==> src/rtl/armleocpu_mem_1rw_arbiter_pkg.sv <==
`default_nettype none
// ============================================================================
//  Module   : armleocpu_mem_1rw_arbiter_pkg
//  Purpose  : Shared defines for the single-port memory arbiter. Holds only
//             the arbiter state encoding (clear sweep / normal operation).
//  Ports    : none (package)
//  Revision : 1.0 - initial release
// ============================================================================
package armleocpu_mem_1rw_arbiter_pkg;

    localparam int c_STATE_W = 1;

    // INIT: memory clear sweep in progress, RUN: requests are arbitrated
    localparam logic [c_STATE_W-1:0] c_STATE_INIT = 1'b0;
    localparam logic [c_STATE_W-1:0] c_STATE_RUN  = 1'b1;

endpackage
`default_nettype wire

==> src/rtl/armleocpu_rr_arb2.sv <==
`default_nettype none
// ============================================================================
//  Module   : armleocpu_rr_arb2
//  Purpose  : Two-way round-robin grant. A lone valid requester always wins;
//             under contention the requester named by pointer wins.
//  Ports    : valid[1:0]  - request lines
//             pointer     - requester that wins on contention
//             grant[1:0]  - one-hot grant (all zero when nothing is valid)
//  Revision : 1.0 - initial release
// ============================================================================
module armleocpu_rr_arb2 (
    input  logic [1:0] valid,
    input  logic       pointer,
    output logic [1:0] grant
);

    always_comb begin
        grant = 2'b00;
        case (valid)
            2'b01:   grant = 2'b01;
            2'b10:   grant = 2'b10;
            2'b11:   grant = pointer ? 2'b10 : 2'b01;
            default: grant = 2'b00;
        endcase
    end

endmodule
`default_nettype wire

==> src/rtl/armleocpu_mem_1rw_arbiter.sv <==
`default_nettype none
// ============================================================================
//  Module   : armleocpu_mem_1rw_arbiter
//  Purpose  : Shares one single-port (1RW) memory between two requesters.
//             After reset the whole memory is swept to zero, then accesses
//             are granted round-robin, one per cycle, with read data
//             returned one cycle after acceptance.
//  Ports    : clk, rst_n (async, active low)
//             reqN_valid/write/address/writedata - requester N operation
//             reqN_ready  - grant this cycle
//             reqN_rvalid/readdata - read response for requester N
//             mem_address/read/write/writedata, mem_readdata - memory side
//             init_done   - clear sweep finished
//  Revision : 1.0 - initial release
// ============================================================================
module armleocpu_mem_1rw_arbiter
    import armleocpu_mem_1rw_arbiter_pkg::*;
#(
    parameter int ELEMENTS_W = 7,
    parameter int WIDTH      = 32
) (
    input  logic                  clk,
    input  logic                  rst_n,

    input  logic                  req0_valid,
    input  logic                  req0_write,
    input  logic [ELEMENTS_W-1:0] req0_address,
    input  logic [WIDTH-1:0]      req0_writedata,
    output logic                  req0_ready,
    output logic                  req0_rvalid,
    output logic [WIDTH-1:0]      req0_readdata,

    input  logic                  req1_valid,
    input  logic                  req1_write,
    input  logic [ELEMENTS_W-1:0] req1_address,
    input  logic [WIDTH-1:0]      req1_writedata,
    output logic                  req1_ready,
    output logic                  req1_rvalid,
    output logic [WIDTH-1:0]      req1_readdata,

    output logic [ELEMENTS_W-1:0] mem_address,
    output logic                  mem_read,
    output logic                  mem_write,
    output logic [WIDTH-1:0]      mem_writedata,
    input  logic [WIDTH-1:0]      mem_readdata,

    output logic                  init_done
);

    localparam logic [ELEMENTS_W-1:0] c_LAST_ADDR = {ELEMENTS_W{1'b1}};
    localparam logic [ELEMENTS_W-1:0] c_ONE       = {{(ELEMENTS_W-1){1'b0}}, 1'b1};

    logic [c_STATE_W-1:0]  r_state;
    logic [c_STATE_W-1:0]  w_state_next;
    logic [ELEMENTS_W-1:0] r_counter;
    logic [ELEMENTS_W-1:0] w_counter_next;
    logic                  r_pointer;
    logic                  w_pointer_next;
    logic [1:0]            r_rvalid;
    logic [1:0]            w_rvalid_next;
    logic [1:0]            w_valid;
    logic [1:0]            w_grant;

    assign w_valid = {req1_valid, req0_valid};

    armleocpu_rr_arb2 u_rr_arb2 (
        .valid   (w_valid),
        .pointer (r_pointer),
        .grant   (w_grant)
    );

    always_ff @(posedge clk or negedge rst_n) begin
        if (!rst_n) begin
            r_state   <= c_STATE_INIT;
            r_counter <= '0;
            r_pointer <= 1'b0;
            r_rvalid  <= 2'b00;
        end else begin
            r_state   <= w_state_next;
            r_counter <= w_counter_next;
            r_pointer <= w_pointer_next;
            r_rvalid  <= w_rvalid_next;
        end
    end

    always_comb begin
        w_state_next   = r_state;
        w_counter_next = r_counter;
        w_pointer_next = r_pointer;
        w_rvalid_next  = 2'b00;
        req0_ready     = 1'b0;
        req1_ready     = 1'b0;
        mem_address    = '0;
        mem_read       = 1'b0;
        mem_write      = 1'b0;
        mem_writedata  = '0;

        case (r_state)
            c_STATE_INIT: begin
                // Zero one entry per cycle; the counter wraps back to 0 on
                // the last entry, so it is already clean for a later sweep.
                mem_write      = 1'b1;
                mem_address    = r_counter;
                w_counter_next = r_counter + c_ONE;
                if (r_counter == c_LAST_ADDR)
                    w_state_next = c_STATE_RUN;
            end
            c_STATE_RUN: begin
                req0_ready = w_grant[0];
                req1_ready = w_grant[1];
                if (w_grant[1]) begin
                    mem_address   = req1_address;
                    mem_writedata = req1_writedata;
                    mem_write     = req1_write;
                    mem_read      = ~req1_write;
                end else if (w_grant[0]) begin
                    mem_address   = req0_address;
                    mem_writedata = req0_writedata;
                    mem_write     = req0_write;
                    mem_read      = ~req0_write;
                end
                w_rvalid_next = {w_grant[1] & ~req1_write, w_grant[0] & ~req0_write};
                // Contention always produces a grant to the pointed-at
                // requester, so handing priority over is a simple toggle.
                if (&w_valid)
                    w_pointer_next = ~r_pointer;
            end
            default: w_state_next = c_STATE_INIT;
        endcase
    end

    assign init_done     = (r_state == c_STATE_RUN);
    assign req0_rvalid   = r_rvalid[0];
    assign req1_rvalid   = r_rvalid[1];
    assign req0_readdata = mem_readdata;
    assign req1_readdata = mem_readdata;

endmodule
`default_nettype wire

==> config.mk <==
export PLATFORM = sky130hd
export DESIGN_NAME = armleocpu_mem_1rw_arbiter
export DESIGN_NICKNAME = d
export VERILOG_FILES = /design/src/rtl/armleocpu_mem_1rw_arbiter_pkg.sv /design/src/rtl/armleocpu_rr_arb2.sv /design/src/rtl/armleocpu_mem_1rw_arbiter.sv
export SDC_FILE = /design/constraint.sdc
export NUM_CORES = 1
export LEC_CHECK = 0
export CORE_AREA = 2 2 87 89
export DETAILED_ROUTE_END_ITERATION = 12
export DIE_AREA = 0 0 89 91
export PLACE_DENSITY = 0.85
export SYNTH_ARGS = -nofsm -noshare
export SYNTH_HDL_FRONTEND = slang
export SYNTH_SLANG_ARGS = --single-unit
==> constraint.sdc <==
create_clock -name clk -period 2.01 [get_ports clk]
set_input_delay 0.5025 -clock clk [delete_from_list [all_inputs] [get_ports clk]]
set_output_delay 0.5025 -clock clk [all_outputs]
set_load 0.1 [all_outputs]
==> results of run 1 <==
-- cells by family (layout without fill, tap and decap cells) --
family | after synthesis | in the layout | synth area share, %
buffers and inverters | 75 | 160 | 38.5
DFF | 11 | 11 | 19.1
adders and majority gates | 1 | 1 | 0.869
muxes | 1 | 1 | 0.782
and+or+nand+nor | 23 | 23 | 9.90
AOI/OAI and AO/OA | 43 | 43 | 26.6
xor gates and xnor gates | 7 | 7 | 4.26
-- critical path, cell delays in order (launching register included) --
cell and delay, ps:
dfrtp_2 430, nand2b_4 150, and3_4 200, buf_12 140, a221o_4 360, buf_12 170
-- cell type report --
type	instances	area [sq um]	share of cell area (%)
repair buffers	156	2120	59.4
multi-input cells	75	1000	28.0
flip-flops and latches	11	280	7.85
well taps	99	124	3.47
clock buffers	4	45.0	1.26
-- final timing paths --
kind	slack, ps	end	start
hold reg to reg	490	r_counter[5]	r_counter[5]
hold / removal	490	r_counter[5]	r_counter[5]
setup / recovery	-200	mem_address[2]	r_pointer
max in group asynchronous	1070	init_done	rst_n
setup reg to reg	520	r_rvalid[0]	r_pointer
min in group asynchronous	580	r_counter[0]	rst_n
-- cell usage in the layout, fill, tap and decap left out --
cell / instances
dfrtp_1: 9
nor2_1: 1
a221o_2: 1
clkbuf_8: 3
buf_4: 10
clkdlybuf4s50_1: 79
a221o_4: 6
nand2b_1: 1
nand3_1: 2
buf_16: 1
or2b_1: 1
a22o_4: 31
clkbuf_16: 2
and3_4: 1
nor2b_1: 9
mux2_2: 1
xnor2_1: 6
nand3b_1: 2
dfrtp_2: 1
a32oi_2: 1
dfrtp_4: 1
nand4b_1: 1
and2_4: 1
buf_2: 1
buf_8: 3
a21boi_4: 2
xor2_1: 1
a31o_2: 1
buf_12: 52
buf_6: 6
nand2_1: 1
clkbuf_1: 1
nand2b_4: 1
ha_1: 1
a22o_2: 1
dlygate4sd2_1: 2
and4_1: 1
nand2_2: 1
-- flip-flops by register name, summed over array words and instances, names as in the netlist --
| name | cells |
|---|---|
| r_rvalid | 2 |
| r_pointer | 1 |
| r_counter | 7 |
| init_done | 1 |
-- power breakdown --
part | internal, mW | switching (mW) | leakage, nW
Clock | 0.139 | 0.0834 | 0.0228
Sequential | 0.222 | 0 | 0.136
Combinational | 0.157 | 0.0600 | 1.34
Total | 0.518 | 0.143 | 1.50
-- routing by layer --
| layer | share of wire (%) | up-vias |
|---|---|---|
| li1 | - | 686 |
| met1 | 35 | 722 |
| met2 | 53 | 97 |
| met3 | 9.1 | 16 |
| met4 | 2.6 | 0 |
| met5 | 0 | - |
-- what timing repair did --
| item | CTS | global route |
|---|---|---|
| pin swaps | 27 | 6 |
| setup buffers | 4 | 5 |
| resized for setup | 41 | 10 |
| cloned | 1 | 2 |
| endpoints found under the setup margin | 43 | 43 |
==> out/qor.txt, run 1 <==
=================================================================================================
Outcome ............................................................................ finished, violations left
Violations in the final reports .................................................... negative setup slack
Slew at the pin with the worst max-slew slack ......................................       468 ps
Cell Count Post-Placement ..........................................................          329
Root buffer selected by CTS ........................................................     clkbuf_8
Antenna diode instance count .......................................................            0
CTS tree ...........................................................................         done
Worst setup path class .............................................................      reg2out
Hold Fails Final Rpt ...............................................................            0
Placeable core area ................................................................   7140 sq um
Setup repair after global routing missed its margin ................................         true
Number of nets in the synthesized netlist ..........................................          278
Total count of max-transition violations in the final report .......................            0
Commonest register cell after synthesis ............................................      dfrtp_1
Async set or reset register ratio after synthesis ..................................         100%
Count of clock tree sinks ..........................................................           11
Number of nets in the final layout .................................................          364
Number of rows created at floorplan ................................................           31
Count of antenna-violating nets left after detailed routing ........................            0
Growth of design area from synthesis to finish .....................................         148%
Share of the core filled with cells ................................................        50.0%
Share of synthesized area occupied by flip-flops and latches .......................        19.1%
Reg clk slew, reported paths .......................................................        50 ps
IR drop worst, VDD .................................................................       148 uV
Total clock buffers created by CTS .................................................            3
Max-capacitance violation count ....................................................            0
Maximum buffer depth of the clock tree .............................................            2
Worst slew slack as a fraction of its limit ........................................        68.7%
Post-route setup TNS ...............................................................     -5890 ps
Die footprint ......................................................................   8100 sq um
Busiest layer in global routing ....................................................         met2
Startpoint kind of the worst setup timing path .....................................         flop
Fill cells .........................................................................          617
Count of warnings emitted by yosys .................................................            0
Maximum achievable frequency .......................................................    0.452 GHz
Drt total wl ....................................................................... 6130 microns
Die Wd .............................................................................   89 microns
CP Max Fanout ......................................................................            6
Cell area after technology mapping .................................................   1440 sq um
Area after DPL .....................................................................   3150 sq um
Final HPWL from detailed placement ................................................. 4460 microns
Period Utilization, post-route .....................................................         110%
Routed via count ...................................................................         1521
Top cell types by occurrence after synthesis ....................................... buf_4, a22o_1, dfrtp_1
CTS H-Tree Depth ...................................................................            1
Count of hold buffers inserted by post-cts repair ..................................            0
Layout Skew ........................................................................      2.85 ps
Avg Inst Size Synth ................................................................   8.94 sq um
Top-Level Pins .....................................................................          226
CP Data Arrival Time ...............................................................      1710 ps
DR DRC count .......................................................................            0
Top cell type by total area after synthesis ........................................        buf_4
Routed len/inst .................................................................... 17.8 microns
Cell count of the worst reg-to-reg path ............................................            7
Final std cells w/o fill ...........................................................          345
Area contributors post-synth ....................................................... buf_4, a22o_1, dfrtp_1, a221o_1, nor2b_1
Cell depth of the worst min-delay path .............................................            1
Post-Syn Instances .................................................................          161
First-pass GRT wire length ......................................................... 8600 microns
Design Area, Final .................................................................   3570 sq um
Min Clock Period, post-route .......................................................      2210 ps
Tot Pwr ............................................................................       661 uW
Initial DRC Count ..................................................................           28
Worst-Skew Late Latency ............................................................       240 ps
Number of synthesized flops with an enable pin .....................................            0
Cell leakage power .................................................................      1.50 nW
Fin worst setup slack ..............................................................      -203 ps
Met2 usage .........................................................................        24.2%
Grt total ovfl .....................................................................            0
Die height .........................................................................   91 microns
Final setup violation count ........................................................           41
Number of distinct library cell variants in the gate-level netlist after synthesis .           25
Number of port buffers .............................................................          129
Class of the worst hold path .......................................................      reg2reg
First-pass detailed-route iteration total ..........................................            4
Largest net degree at the start of global routing ..................................           17
Via density per instance ...........................................................         4.41
Fin Hold WS ........................................................................       495 ps
Data required time at the worst endpoint ...........................................      1510 ps
Overall routing resource usage .....................................................        13.9%
Place WS ...........................................................................      -600 ps
Routability cong. ..................................................................        0.734
Cell with the most instances after synthesis .......................................        buf_4
Crit end category .................................................................. primary output
Vias in the first global route .....................................................         1645
Power density relative to cell area ................................................  185 nW/um^2
Met1 capacity usage during global routing ..........................................        15.5%
Number of register bits inferred by synthesis ......................................           11
Met3 layer usage reported by global route ..........................................        2.82%
Starting Density ...................................................................        20.2%
Share of cells above drive strength 1 ..............................................        52.0%
Area fraction of the dominant cell type after synthesis ............................        33.4%
Number of antenna violations at the first check in global routing ..................            0
=================================================================================================
Note: power is estimated with default switching activity, not from simulation.
==> inputs of run 2 (changes only) <==
clock period = 2.3 ns   (was 2.01 ns; I/O delays follow)
==> out/qor.txt, run 2 (synthesized netlist as in run 1, its figures left out) <==
=====================================================================================
CTS tree ...............................................................         done
Cell count of the worst reg-to-reg path ................................            4
Share of the core filled with cells ....................................        45.2%
Via density per instance ...............................................         4.33
Count of antenna-violating nets left after detailed routing ............            0
Period Utilization, post-route .........................................        99.9%
Largest net degree at the start of global routing ......................           20
Cell leakage power .....................................................      1.33 nW
Logic gate share of total power ........................................        30.9%
Number of nets in the final layout .....................................          355
First-pass GRT wire length ............................................. 7720 microns
Total count of max-transition violations in the final report ...........            0
Setup repair after global routing missed its margin ....................         true
Grt total ovfl .........................................................            0
CP Data Arrival Time ...................................................      1720 ps
Min Clock Period, post-route ...........................................      2300 ps
Final setup violation count ............................................            0
Final HPWL from detailed placement ..................................... 4020 microns
Starting Density .......................................................        20.2%
Drt total wl ........................................................... 5300 microns
Overall routing resource usage .........................................        11.9%
Sequential share of power ..............................................        34.0%
Vias in the first global route .........................................         1562
CTS H-Tree Depth .......................................................            1
Cell depth of the worst min-delay path .................................            1
NetSw ..................................................................       122 uW
Startpoint kind of the worst setup timing path .........................         flop
Worst slew slack as a fraction of its limit ............................        65.3%
Hold Fails Final Rpt ...................................................            0
Number of antenna violations at the first check in global routing ......            0
Placeable core area ....................................................   7140 sq um
Die footprint ..........................................................   8100 sq um
Crit end category ...................................................... primary output
Most prevalent standard cell on the critical path ......................       buf_12
Die Wd .................................................................   89 microns
Maximum buffer depth of the clock tree .................................            2
Reg clk slew, reported paths ...........................................        50 ps
Layout Skew ............................................................      4.26 ps
First-pass detailed-route iteration total ..............................            4
Routed len/inst ........................................................ 15.8 microns
IR drop worst, VDD .....................................................       261 uV
Clock share of power ...................................................        35.1%
Critical Path Slowest Stage Cell .......................................      dfrtp_1
Levels on crit path ....................................................            5
Class of the worst hold path ...........................................      reg2reg
Outcome ................................................................ complete, no violations
Worst r2r src ..........................................................    init_done
Most frequent cells in the layout ...................................... clkdlybuf4s50_1, buf_12, a22o_4
Number of port buffers .................................................          129
Maximum achievable frequency ...........................................    0.435 GHz
Register bank with the most flops ......................................    r_counter
Tot Pwr ................................................................       570 uW
Worst Min Path Start ................................................... r_counter[6]
Count of clock tree sinks ..............................................           11
DR DRC count ...........................................................            0
Slew at the pin with the worst max-slew slack ..........................       519 ps
Stage delay of the slowest cell on the critical path ...................       420 ps
Most frequent standard cell in the layout excluding fill and tap cells . clkdlybuf4s50_1
Routed via count .......................................................         1455
Top-Level Pins .........................................................          226
Switching part of the total power ......................................        21.5%
Area after DPL .........................................................   2950 sq um
Number of rows created at floorplan ....................................           31
Internal cell power ....................................................       447 uW
Origin of the worst setup path .........................................    r_pointer
Kind of cell adding the most delay to the critical path ................   flip-flops
Total clock buffers created by CTS .....................................            3
Largest registers ...................................................... r_counter: 7 flops, r_rvalid: 2 flops
Worst-Skew Late Latency ................................................       240 ps
Die height .............................................................   91 microns
Share of cells above drive strength 1 ..................................        49.4%
Data required time at the worst endpoint ...............................      1730 ps
Root buffer selected by CTS ............................................     clkbuf_8
Worst setup path class .................................................      reg2out
Ordered list of cells on the worst path ................................ nand2b_4 -> and3_4 -> buf_12 -> a221o_2 -> buf_12
Antenna diode instance count ...........................................            0
Routability cong. ......................................................        0.708
Initial DRC Count ......................................................           30
Growth of design area from synthesis to finish .........................         124%
Max-capacitance violation count ........................................            0
Design Area, Final .....................................................   3230 sq um
WP buf/inv .............................................................            2
Power density relative to cell area ....................................  177 nW/um^2
Number of flip-flops under the largest register name ...................            7
CP Max Fanout ..........................................................            4
=====================================================================================
[run 2: worst paths after layout]
path / to / slack (ps)
worst max-delay path: mem_address[6] / 3
worst max register to register: r_counter[5] / 970
worst min-delay path: r_counter[6] / 490
max in group asynchronous: init_done / 1230
worst min register to register: r_counter[6] / 490
min in group asynchronous: r_counter[1] / 670
[run 2: what timing repair did]
| item | in CTS | in global routing |
|---|---|---|
| gates cloned | 2 | 0 |
| endpoints found under the setup margin | 43 | 13 |
| hold buffers | 0 | 0 |
| pin swaps | 8 | 2 |
| resized for setup | 28 | 3 |
| setup buffers | 4 | 4 |
[run 2: final cells by class]
cell class,instances,area (sq um)
clock buffers,3,41.3
flip-flops and latches,11,279
multi-input cells,76,828
well taps,99,124
fillers,657,3910
clock inverters,1,5.00
repair buffers,146,1950
[run 2: routing by layer]
metal / GRT usage [%] / part of all wire (%)
met1: 12.5 / 35
met3: 4.64 / 12
met5: 0 / 0
met4: 4.85 / 2.3
met2: 20.8 / 51
[run 2: per-stage QoR]
stage / hold slack (ps) / TNS [ps] / cells / setup slack (ps)
after global routing: 512 / -64.3 / 336 / -33.2
after floorplan: 279 / -278 / 161 / -168
after global placement: 467 / -16440 / 322 / -427
after CTS: 496 / 0 / 332 / 6.36
final: 495 / 0 / 336 / 3.36
after detailed placement: 485 / -18710 / 322 / -497
[run 2: worst reg2reg max path: cells and delay by family, from the launching register on]
| kind | cells | cell delay (ps) |
|---|---|---|
| DFF | 1 | 490 |
| buffers and inverters | 1 | 200 |
| xor gates and xnor gates | 1 | 170 |
| and+or+nand+nor | 2 | 380 |
[run 2: power groups by stage]
stage / combinational [mW] / sequential (mW) / clock, mW
after global routing: 0.186 / 0.194 / 0.215
final: 0.176 / 0.194 / 0.200
after detailed placement: 0.162 / 0.197 / 0
after global placement: 0.160 / 0.197 / 0
after CTS: 0.171 / 0.194 / 0.202
after floorplan: 0.530 / 0.197 / 0
==> variant, RTL diff (settings of run 2) <==
`ELEMENTS_W`: 7 -> 14.
--- a/src/rtl/armleocpu_mem_1rw_arbiter.sv
+++ b/src/rtl/armleocpu_mem_1rw_arbiter.sv
@@ -16,7 +16,7 @@
 module armleocpu_mem_1rw_arbiter
     import armleocpu_mem_1rw_arbiter_pkg::*;
 #(
-    parameter int ELEMENTS_W = 7,
+    parameter int ELEMENTS_W = 14,
     parameter int WIDTH      = 32
 ) (
     input  logic                  clk,
Ports: changed (resized mem_address, req0_address and req1_address); port bits go from 226 to 247. No check against the original RTL was run, so the function may have changed too.
==> variant against run 2 <==
Synthesized area rose by 35%; sequential cell count is 7 higher; setup slack improved by 24 ps; critical path depth unchanged; first-iteration DRC count increased by 40%; design area up 25%; wire length up 61%; total power up 39%; critical endpoint is now mem_writedata[13].
==> variant: results (changes against run 2) <==
Synth area leaders=buf_4 25%, dfrtp_1 23%, a22o_1 14%, a221o_1 6.7%, buf_6 4.1%; status=finished, final reports clean; crit path max fanout=7 (+3); XOR/XNOR Fraction of Synth Area=6.31% (+2.0 points); Commonest cells post-synth=66 x buf_4, 32 x a22o_1, 18 x dfrtp_1, 13 x a221o_1, 12 x and3_1; clk slew on worst S/H paths=70 ps (+20 ps); IO buf count=150 (+16%); Top Registers=r_counter x14, r_rvalid x2; nets=447 (+26%); WL per Instance=20.6 um (+31%); DP Area=3700 um2 (+25%); worst clock skew=0.697 ps (-3.56 ps); Vias per Instance=5.11 (+18%); largest net degree at the start of global routing=22 (+10%); post-DP HPWL=6070 um (+51%); first-pass GRT wire length=12,300 um (+59%); Netlist cell types=31 (+24%); FILL cells=595 (-9.4%); Slew headroom=76.1% (+11 points); Inst Count DP=397 (+23%); vias in the first global route=2,131 (+36%); routability cong.=0.762 (+7.5%); Cell Count, Final, Fillers Out=414 (+23%); met1 wire length=3050 um (+64%); Syn Area/Cell=9.30 um2 (+4.0%); initial DRC count=42 (+40%); Peak supply drop=144 uV (-45%); Total Routing Usage GR=19.7% (+7.8 points); Largest stage delay, worst path=510 ps (+90 ps); worst slack, placed=-419 ps (+77.5 ps); adder-cell share of the synthesized area=0.644% (-0.23 points); syn_nets=340 (+22%)
[variant: cell types whose count changed after synthesis, moves of 3 or more]
cell,before,now
a221o_1,7,13
buf_2,8,1
xor2_1,1,7
inv_1,0,3
nand3_1,2,5
and3_1,1,12
nor3_1,0,4
nor2b_1,9,3
nor4_2,0,3
dfrtp_1,11,18
buf_6,3,7
[variant: what timing repair did]
| item | 4_1_cts | 5_1_grt |
|---|---|---|
| setup endpoints to repair | 50 | 44 |
| setup buffers | 2 | 6 |
| gates resized for setup | 31 | 14 |
| pin swaps | 4 | 17 |
| gates cloned | 5 | 0 |
[variant: final timing paths]
| path | startpoint | endpoint | slack (ps) | cells past startpoint |
|---|---|---|---|---|
| min in group asynchronous | rst_n | r_counter[9] | 650 | 2 |
| min | r_counter[8] | r_counter[8] | 530 | 1 |
| max reg2reg | init_done | r_counter[13] | 700 | 4 |
| max in group asynchronous | rst_n | init_done | 1420 | 2 |
| max | init_done | mem_writedata[13] | 30 | 5 |
| min reg2reg | r_counter[8] | r_counter[8] | 530 | 1 |
[variant: area by class of cell]
class	instances	area, um2	area share (%)
tap	99	124	3.07
sequential	18	454	11.3
timing repair buffer	174	2250	55.7
multi-input combinational	116	1140	28.3
clock buffer	4	55.1	1.36
inverter	3	11.3	0.279
[variant: worst register-to-register path, cell delays in order (launching register included)]
cell      delay (ps)
dfrtp_4          510
buf_6            190
nand4b_2         350
nor4_2           310
xor2_1           180
[variant: where the power goes]
group / leakage [nW] / switching, mW / internal (mW)
logic: 1.48 / 0.0562 / 0.156
clock network: 0.0288 / 0.113 / 0.152
registers: 0.235 / 0 / 0.316
total: 1.74 / 0.169 / 0.625
[variant: per-layer routing]
metal	vias up	track usage, %
met5	-	0
met4	0	7.84
met3	21	6.27
met2	134	34.5
met1	1032	21.6
li1	927	-
